### config.mk
export PLATFORM = sky130hd
export DESIGN_NAME = cpu_control_unit
export DESIGN_NICKNAME = d
export VERILOG_FILES = /design/src/rtl/cpu_control_unit.sv
export SDC_FILE = /design/constraint.sdc
export NUM_CORES = 1
export LEC_CHECK = 0
export ABC_AREA = 0
export CAP_MARGIN = 5
export CORE_AREA = 2 2 39 41
export CTS_BUF_LIST = sky130_fd_sc_hd__clkbuf_2
export CTS_CLUSTER_DIAMETER = 60
export DETAILED_ROUTE_END_ITERATION = 8
export DIE_AREA = 0 0 41 43
export HOLD_SLACK_MARGIN = 0.03
export MAX_ROUTING_LAYER = met4
export PLACE_DENSITY = 0.83
export SETUP_SLACK_MARGIN = 0.2
export SLEW_MARGIN = 20
export SYNTH_ARGS = -nofsm -noshare
export SYNTH_HDL_FRONTEND = slang
export SYNTH_SLANG_ARGS = --single-unit
### constraint.sdc
create_clock -name clk -period 3.1 [get_ports clk]
set_clock_uncertainty 0.15 [all_clocks]
set_input_delay 0.31 -clock clk [delete_from_list [all_inputs] [get_ports clk]]
set_output_delay 0.31 -clock clk [all_outputs]
set_load 0.01 [all_outputs]
### src/rtl/cpu_control_unit.sv
// Purpose: LEGv8-subset main + ALU decoder in ID; maps opcode[31:21] to datapath controls and keeps a sticky illegal-opcode flag.
// Latency: control outputs are purely combinational (zero cycles); illegal updates on the rising clk edge.
// Backpressure: none, no handshake; optional AND/EOR rows are enabled by defining CPU_CONTROL_LOGIC_EN.
module cpu_control_unit (
  input  logic        clk,
  input  logic        rst,
  input  logic [10:0] opcode,
  input  logic        sign,
  output logic        Reg2Loc,
  output logic        ALU_Src,
  output logic        Imm,
  output logic        ALU_SH,
  output logic        shiftDirn,
  output logic        ALU_on,
  output logic [2:0]  ALU_cntrl,
  output logic        set_flags,
  output logic        memRead,
  output logic        memWrite,
  output logic        memToReg,
  output logic        RegWrite,
  output logic        branch,
  output logic        uncondBr,
  output logic        branchReg,
  output logic        branchLink,
  output logic [1:0]  fwdEn,
  output logic        illegal
);

  localparam logic [2:0] ALU_PASS_B = 3'b000;
  localparam logic [2:0] ALU_ADD    = 3'b010;
  localparam logic [2:0] ALU_SUB    = 3'b011;
`ifdef CPU_CONTROL_LOGIC_EN
  localparam logic [2:0] ALU_AND    = 3'b100;
  localparam logic [2:0] ALU_XOR    = 3'b110;
`endif

  localparam logic [1:0] FWD_I = 2'b10;
  localparam logic [1:0] FWD_R = 2'b11;

  typedef struct packed {
    logic       reg2loc;
    logic       alu_src;
    logic       imm;
    logic       alu_sh;
    logic       shift_dirn;
    logic       alu_on;
    logic [2:0] alu_cntrl;
    logic       set_flags;
    logic       mem_read;
    logic       mem_write;
    logic       mem_to_reg;
    logic       reg_write;
    logic       branch;
    logic       uncond_br;
    logic       branch_reg;
    logic       branch_link;
    logic [1:0] fwd_en;
  } ctrl_t;

  ctrl_t dec;
  ctrl_t ctl;
  logic  hit;

  // loads/stores add or subtract the 9-bit offset depending on its sign
  logic [2:0] addr_op;
  assign addr_op = sign ? ALU_SUB : ALU_ADD;

  // opcode-prefix decode; hit drops for anything not in the instruction table
  always_comb begin
    dec = '0;
    hit = 1'b1;
    casez (opcode)
      11'b10101011000: begin // ADDS
        dec.reg2loc   = 1'b1;
        dec.reg_write = 1'b1;
        dec.set_flags = 1'b1;
        dec.alu_on    = 1'b1;
        dec.alu_cntrl = ALU_ADD;
        dec.fwd_en    = FWD_R;
      end
      11'b11101011000: begin // SUBS
        dec.reg2loc   = 1'b1;
        dec.reg_write = 1'b1;
        dec.set_flags = 1'b1;
        dec.alu_on    = 1'b1;
        dec.alu_cntrl = ALU_SUB;
        dec.fwd_en    = FWD_R;
      end
      11'b1001000100?: begin // ADDI
        dec.alu_src   = 1'b1;
        dec.imm       = 1'b1;
        dec.reg_write = 1'b1;
        dec.alu_on    = 1'b1;
        dec.alu_cntrl = ALU_ADD;
        dec.fwd_en    = FWD_I;
      end
      11'b11111000010: begin // LDUR
        dec.alu_src    = 1'b1;
        dec.mem_read   = 1'b1;
        dec.mem_to_reg = 1'b1;
        dec.reg_write  = 1'b1;
        dec.alu_on     = 1'b1;
        dec.alu_cntrl  = addr_op;
      end
      11'b11111000000: begin // STUR
        dec.alu_src   = 1'b1;
        dec.mem_write = 1'b1;
        dec.alu_on    = 1'b1;
        dec.alu_cntrl = addr_op;
      end
      11'b11010011011: begin // LSL
        dec.alu_sh    = 1'b1;
        dec.reg_write = 1'b1;
      end
      11'b11010011010: begin // LSR
        dec.alu_sh     = 1'b1;
        dec.reg_write  = 1'b1;
        dec.shift_dirn = 1'b1;
      end
      11'b000101?????: begin // B
        dec.branch    = 1'b1;
        dec.uncond_br = 1'b1;
      end
      11'b100101?????: begin // BL: link register written with PC+4 through a pass-B ALU op
        dec.branch      = 1'b1;
        dec.uncond_br   = 1'b1;
        dec.branch_link = 1'b1;
        dec.reg_write   = 1'b1;
        dec.alu_on      = 1'b1;
        dec.alu_cntrl   = ALU_PASS_B;
      end
      11'b01010100???: begin // B.cond
        dec.branch = 1'b1;
      end
      11'b10110100???: begin // CBZ: tested register passes through the ALU for the zero check
        dec.branch    = 1'b1;
        dec.alu_on    = 1'b1;
        dec.alu_cntrl = ALU_PASS_B;
      end
      11'b11010110000: begin // BR
        dec.branch     = 1'b1;
        dec.branch_reg = 1'b1;
      end
`ifdef CPU_CONTROL_LOGIC_EN
      11'b10001010000: begin // AND
        dec.reg2loc   = 1'b1;
        dec.reg_write = 1'b1;
        dec.alu_on    = 1'b1;
        dec.alu_cntrl = ALU_AND;
        dec.fwd_en    = FWD_R;
      end
      11'b11001010000: begin // EOR
        dec.reg2loc   = 1'b1;
        dec.reg_write = 1'b1;
        dec.alu_on    = 1'b1;
        dec.alu_cntrl = ALU_XOR;
        dec.fwd_en    = FWD_R;
      end
`endif
      default: hit = 1'b0;
    endcase
  end

  // reset squashes every control bit so nothing leaks into ID/EX during reset
  always_comb begin
    ctl = rst ? ctrl_t'('0) : dec;
  end

  assign Reg2Loc    = ctl.reg2loc;
  assign ALU_Src    = ctl.alu_src;
  assign Imm        = ctl.imm;
  assign ALU_SH     = ctl.alu_sh;
  assign shiftDirn  = ctl.shift_dirn;
  assign ALU_on     = ctl.alu_on;
  assign ALU_cntrl  = ctl.alu_cntrl;
  assign set_flags  = ctl.set_flags;
  assign memRead    = ctl.mem_read;
  assign memWrite   = ctl.mem_write;
  assign memToReg   = ctl.mem_to_reg;
  assign RegWrite   = ctl.reg_write;
  assign branch     = ctl.branch;
  assign uncondBr   = ctl.uncond_br;
  assign branchReg  = ctl.branch_reg;
  assign branchLink = ctl.branch_link;
  assign fwdEn      = ctl.fwd_en;

  // sticky illegal-opcode status: only reset clears it
  always_ff @(posedge clk or posedge rst) begin
    if (rst) begin
      illegal <= 1'b0;
    end else if (!hit) begin
      illegal <= 1'b1;
    end
  end

endmodule

==> flow_summary.json, run 1 <==
{
  "status": "completed",
  "synthCells": 58,
  "row_count": 14,
  "whs_ns": 0.3230,
  "wirelength_um": 1346,
  "antenna_found_initial": 0,
  "grt-busiest-layer": "met2",
  "ir_drop_mv": 0.05357,
  "layout_common_cells": "clkdlybuf4s50_1 (29), nor2_1 (9), dlymetal6s2s_1 (4)",
  "r2r_slack_ns": 2.31,
  "first_pass_iters": 3,
  "num_vias": 577,
  "hold_violations": 0,
  "timing.fmax_ghz": 0.3639,
  "synthDistinctLibCells": 36,
  "syn_to_final_growth_pct": 87.21,
  "start_util_pct": 31.10,
  "grt_start_max_net_pins": 9,
  "switching_power_mw": 0.02539,
  "cp.required_ns": 2.64,
  "worstSkewPairLatency_ns": 0,
  "seqPwrFrac_pct": 20.7,
  "yosys.area.top_type_share_pct": 8.721,
  "synth_top_area_cell": "nor3b_1",
  "drive_gt1_share_pct": 10.23,
  "period_share_pct": 88.64,
  "met1_usage_pct": 21.73,
  "netlist_area_um2": 430.4,
  "post-route-min-period_ns": 2.748,
  "min_to": "illegal",
  "setup_viol_count_final": 0,
  "crit_path_end_kind": "primary output",
  "grt_overflow_total": 0,
  "syn_avg_cell_area_um2": 7.421,
  "rsz0062_at_grt": "no",
  "finalWorstSetupSlack_ns": 0.3523,
  "grt.total_usage_pct": 15.81,
  "final_common_cell": "clkdlybuf4s50_1",
  "nNetsFinal": 104,
  "reg_top3": "illegal x1",
  "synth.yosys.seq_area_share_pct": 5.814,
  "regMostFlops": "illegal",
  "die_w_um": 41,
  "place_ws_ns": 0.2378,
  "numPortBuffers": 33,
  "min-delay-start": "illegal",
  "placed_cells": 104,
  "gp_congestion": 0.9457,
  "wire_per_inst_um": 12.94,
  "ys_seq_elements": 1,
  "power_density_nw_per_um2": 79.59,
  "drtAntennaViolNets": 0,
  "cp_max_fo": 6,
  "cp.arrival_ns": 2.29,
  "worst_r2r_path_depth": 1,
  "dp_hpwl_um": 1091,
  "fp.dieH_um": 43,
  "critPathLaunchType": "primary input",
  "core_area_um2": 1384,
  "ys_top_cells_by_area": "nor3b_1 (8.7%), nor2_1 (7.8%), dfrtp_1 (5.8%)",
  "use_met2_pct": 26.25,
  "drv_cap": 0,
  "maxSlewViolCount": 0,
  "yosysWarnings": 0,
  "r2r_start": "illegal",
  "via_per_inst": 5.548,
  "p_int_mw": 0.03874,
  "cts.reportedPaths.clkPinSlew_ns": 0,
  "detail_route.iter0.violations": 6,
  "largest_reg_flops": 1,
  "startpoint": "opcode[3]",
  "hold_depth": 1,
  "fillers": 141,
  "first_global_vias": 488,
  "combPwrFrac_pct": 79.3,
  "clkPwrFrac_pct": 0,
  "p_sw_share_pct": 39.60,
  "hold_path.class": "flop to flop",
  "die-area_um2": 1763,
  "power_leakage_nw": 0.3010,
  "reg2reg_to": "illegal",
  "stdcell_count": 104,
  "path_class": "primary input to primary output",
  "grt_util_met3_pct": 0,
  "grt_pass1_wl_um": 2035,
  "n_antenna_cell": 0,
  "fin_setup_tns_ns": 0,
  "route.detailed.drc": 0,
  "synth_nets": 72,
  "ios": 35
}
==> metal layers <==
layer	share of wire, %	up-vias
li1	-	279
met1	44	272
met2	51	24
met3	4.7	2
met4	0.67	0
met5	0	-
==> cells in the mapped netlist, drive strengths merged <==
cell type  number
nor4            2
conb            1
o2bb2a          1
and4b           2
nor3b           5
o22ai           2
nand3           1
buf             4
nor4b           1
or3             1
o21bai          1
o211ai          1
or2             2
nand2           2
o211a           1
o21ai           1
nor2            9
a31oi           2
nor3            2
dfrtp           1
nand4bb         1
nand4b          1
nand4           2
and2            2
mux2i           1
and3            1
o21a            1
a32o            1
a21oi           2
inv             2
nand2b          2
==> power by group through the flow <==
| stage | combinational, mW | sequential [mW] | clock, mW |
|---|---|---|---|
| floorplan | 0.0176 | 0.0133 | 0 |
| global placement | 0.0456 | 0.0133 | 0 |
| detailed placement | 0.0466 | 0.0133 | 0 |
| CTS | 0.0467 | 0.0133 | 0 |
| global route | 0.0545 | 0.0133 | 0 |
| finish | 0.0508 | 0.0133 | 0 |
==> worst max-delay path: stages <==
cell and delay (ns):
clkdlybuf4s50_1 0.61, nor3b_2 0.31, nand2_1 0.21, o22ai_4 0.15
o211a_1 0.17, clkdlybuf4s50_1 0.52
==> what timing repair did <==
item	4_1_cts	5_1_grt
hold endpoints to repair	0	0
hold buffers	0	0
gates resized for setup	0	8
endpoints found under the setup margin	0	5
setup buffers	0	0
==> through the flow <==
stage	total power, mW	area, µm²	util [%]
2_1_floorplan	0.03087	430.4	-
3_5_place_dp	0.05988	760.7	54.97
6_report	0.06413	805.8	58.23
4_1_cts	0.06003	760.7	54.97
3_3_place_gp	0.05893	760.7	54.97
5_1_grt	0.06781	805.8	58.23
==> worst max-delay path by stage <==
stage	slack, ns	depth (start not counted)	endpoint
after floorplan	1.17	4	memToReg
after global placement	0.28	6	ALU_cntrl[0]
after detailed placement	0.24	6	RegWrite
after CTS	0.23	6	RegWrite
after global routing	0.23	5	memRead
final	0.35	6	ALU_cntrl[0]
==> final cells by class <==
cell class	instances	area, µm²	area share (%)
inverter	2	7.507	0.9317
multi-input combinational	51	405.4	50.31
sequential	1	25.02	3.106
tap	16	20.02	2.484
timing repair buffer	34	347.8	43.17
==> kinds of logic (layout without fill, tap and decap cells) <==
family	count (synthesis)	in the layout	synth area share, %
muxes	1	1	2.326
other	1	1	0.8713
DFF	1	1	5.813
AOI/OAI and AO/OA	13	13	27.04
and+or+nand+nor	36	36	55.82
buffers and inverters	6	36	8.139
(Power assumes the default switching activity.)
==> run 2, diff against run 1 <==
--- a/config.mk
+++ b/config.mk
@@ -6,6 +6,7 @@
 export NUM_CORES = 1
 export LEC_CHECK = 0
 export ABC_AREA = 0
+export ABC_CLOCK_PERIOD_IN_PS = 3100
 export CAP_MARGIN = 5
 export CORE_AREA = 2 2 39 41
 export CTS_BUF_LIST = sky130_fd_sc_hd__clkbuf_2
@@ -16,6 +17,7 @@
 export MAX_ROUTING_LAYER = met4
 export PLACE_DENSITY = 0.83
 export SETUP_SLACK_MARGIN = 0.2
+export SKIP_LAST_GASP = 1
 export SLEW_MARGIN = 20
 export SYNTH_ARGS = -nofsm -noshare
 export SYNTH_HDL_FRONTEND = slang
==> results of run 2 <==
Final layout, timing and power as in run 1 (identical DEF).
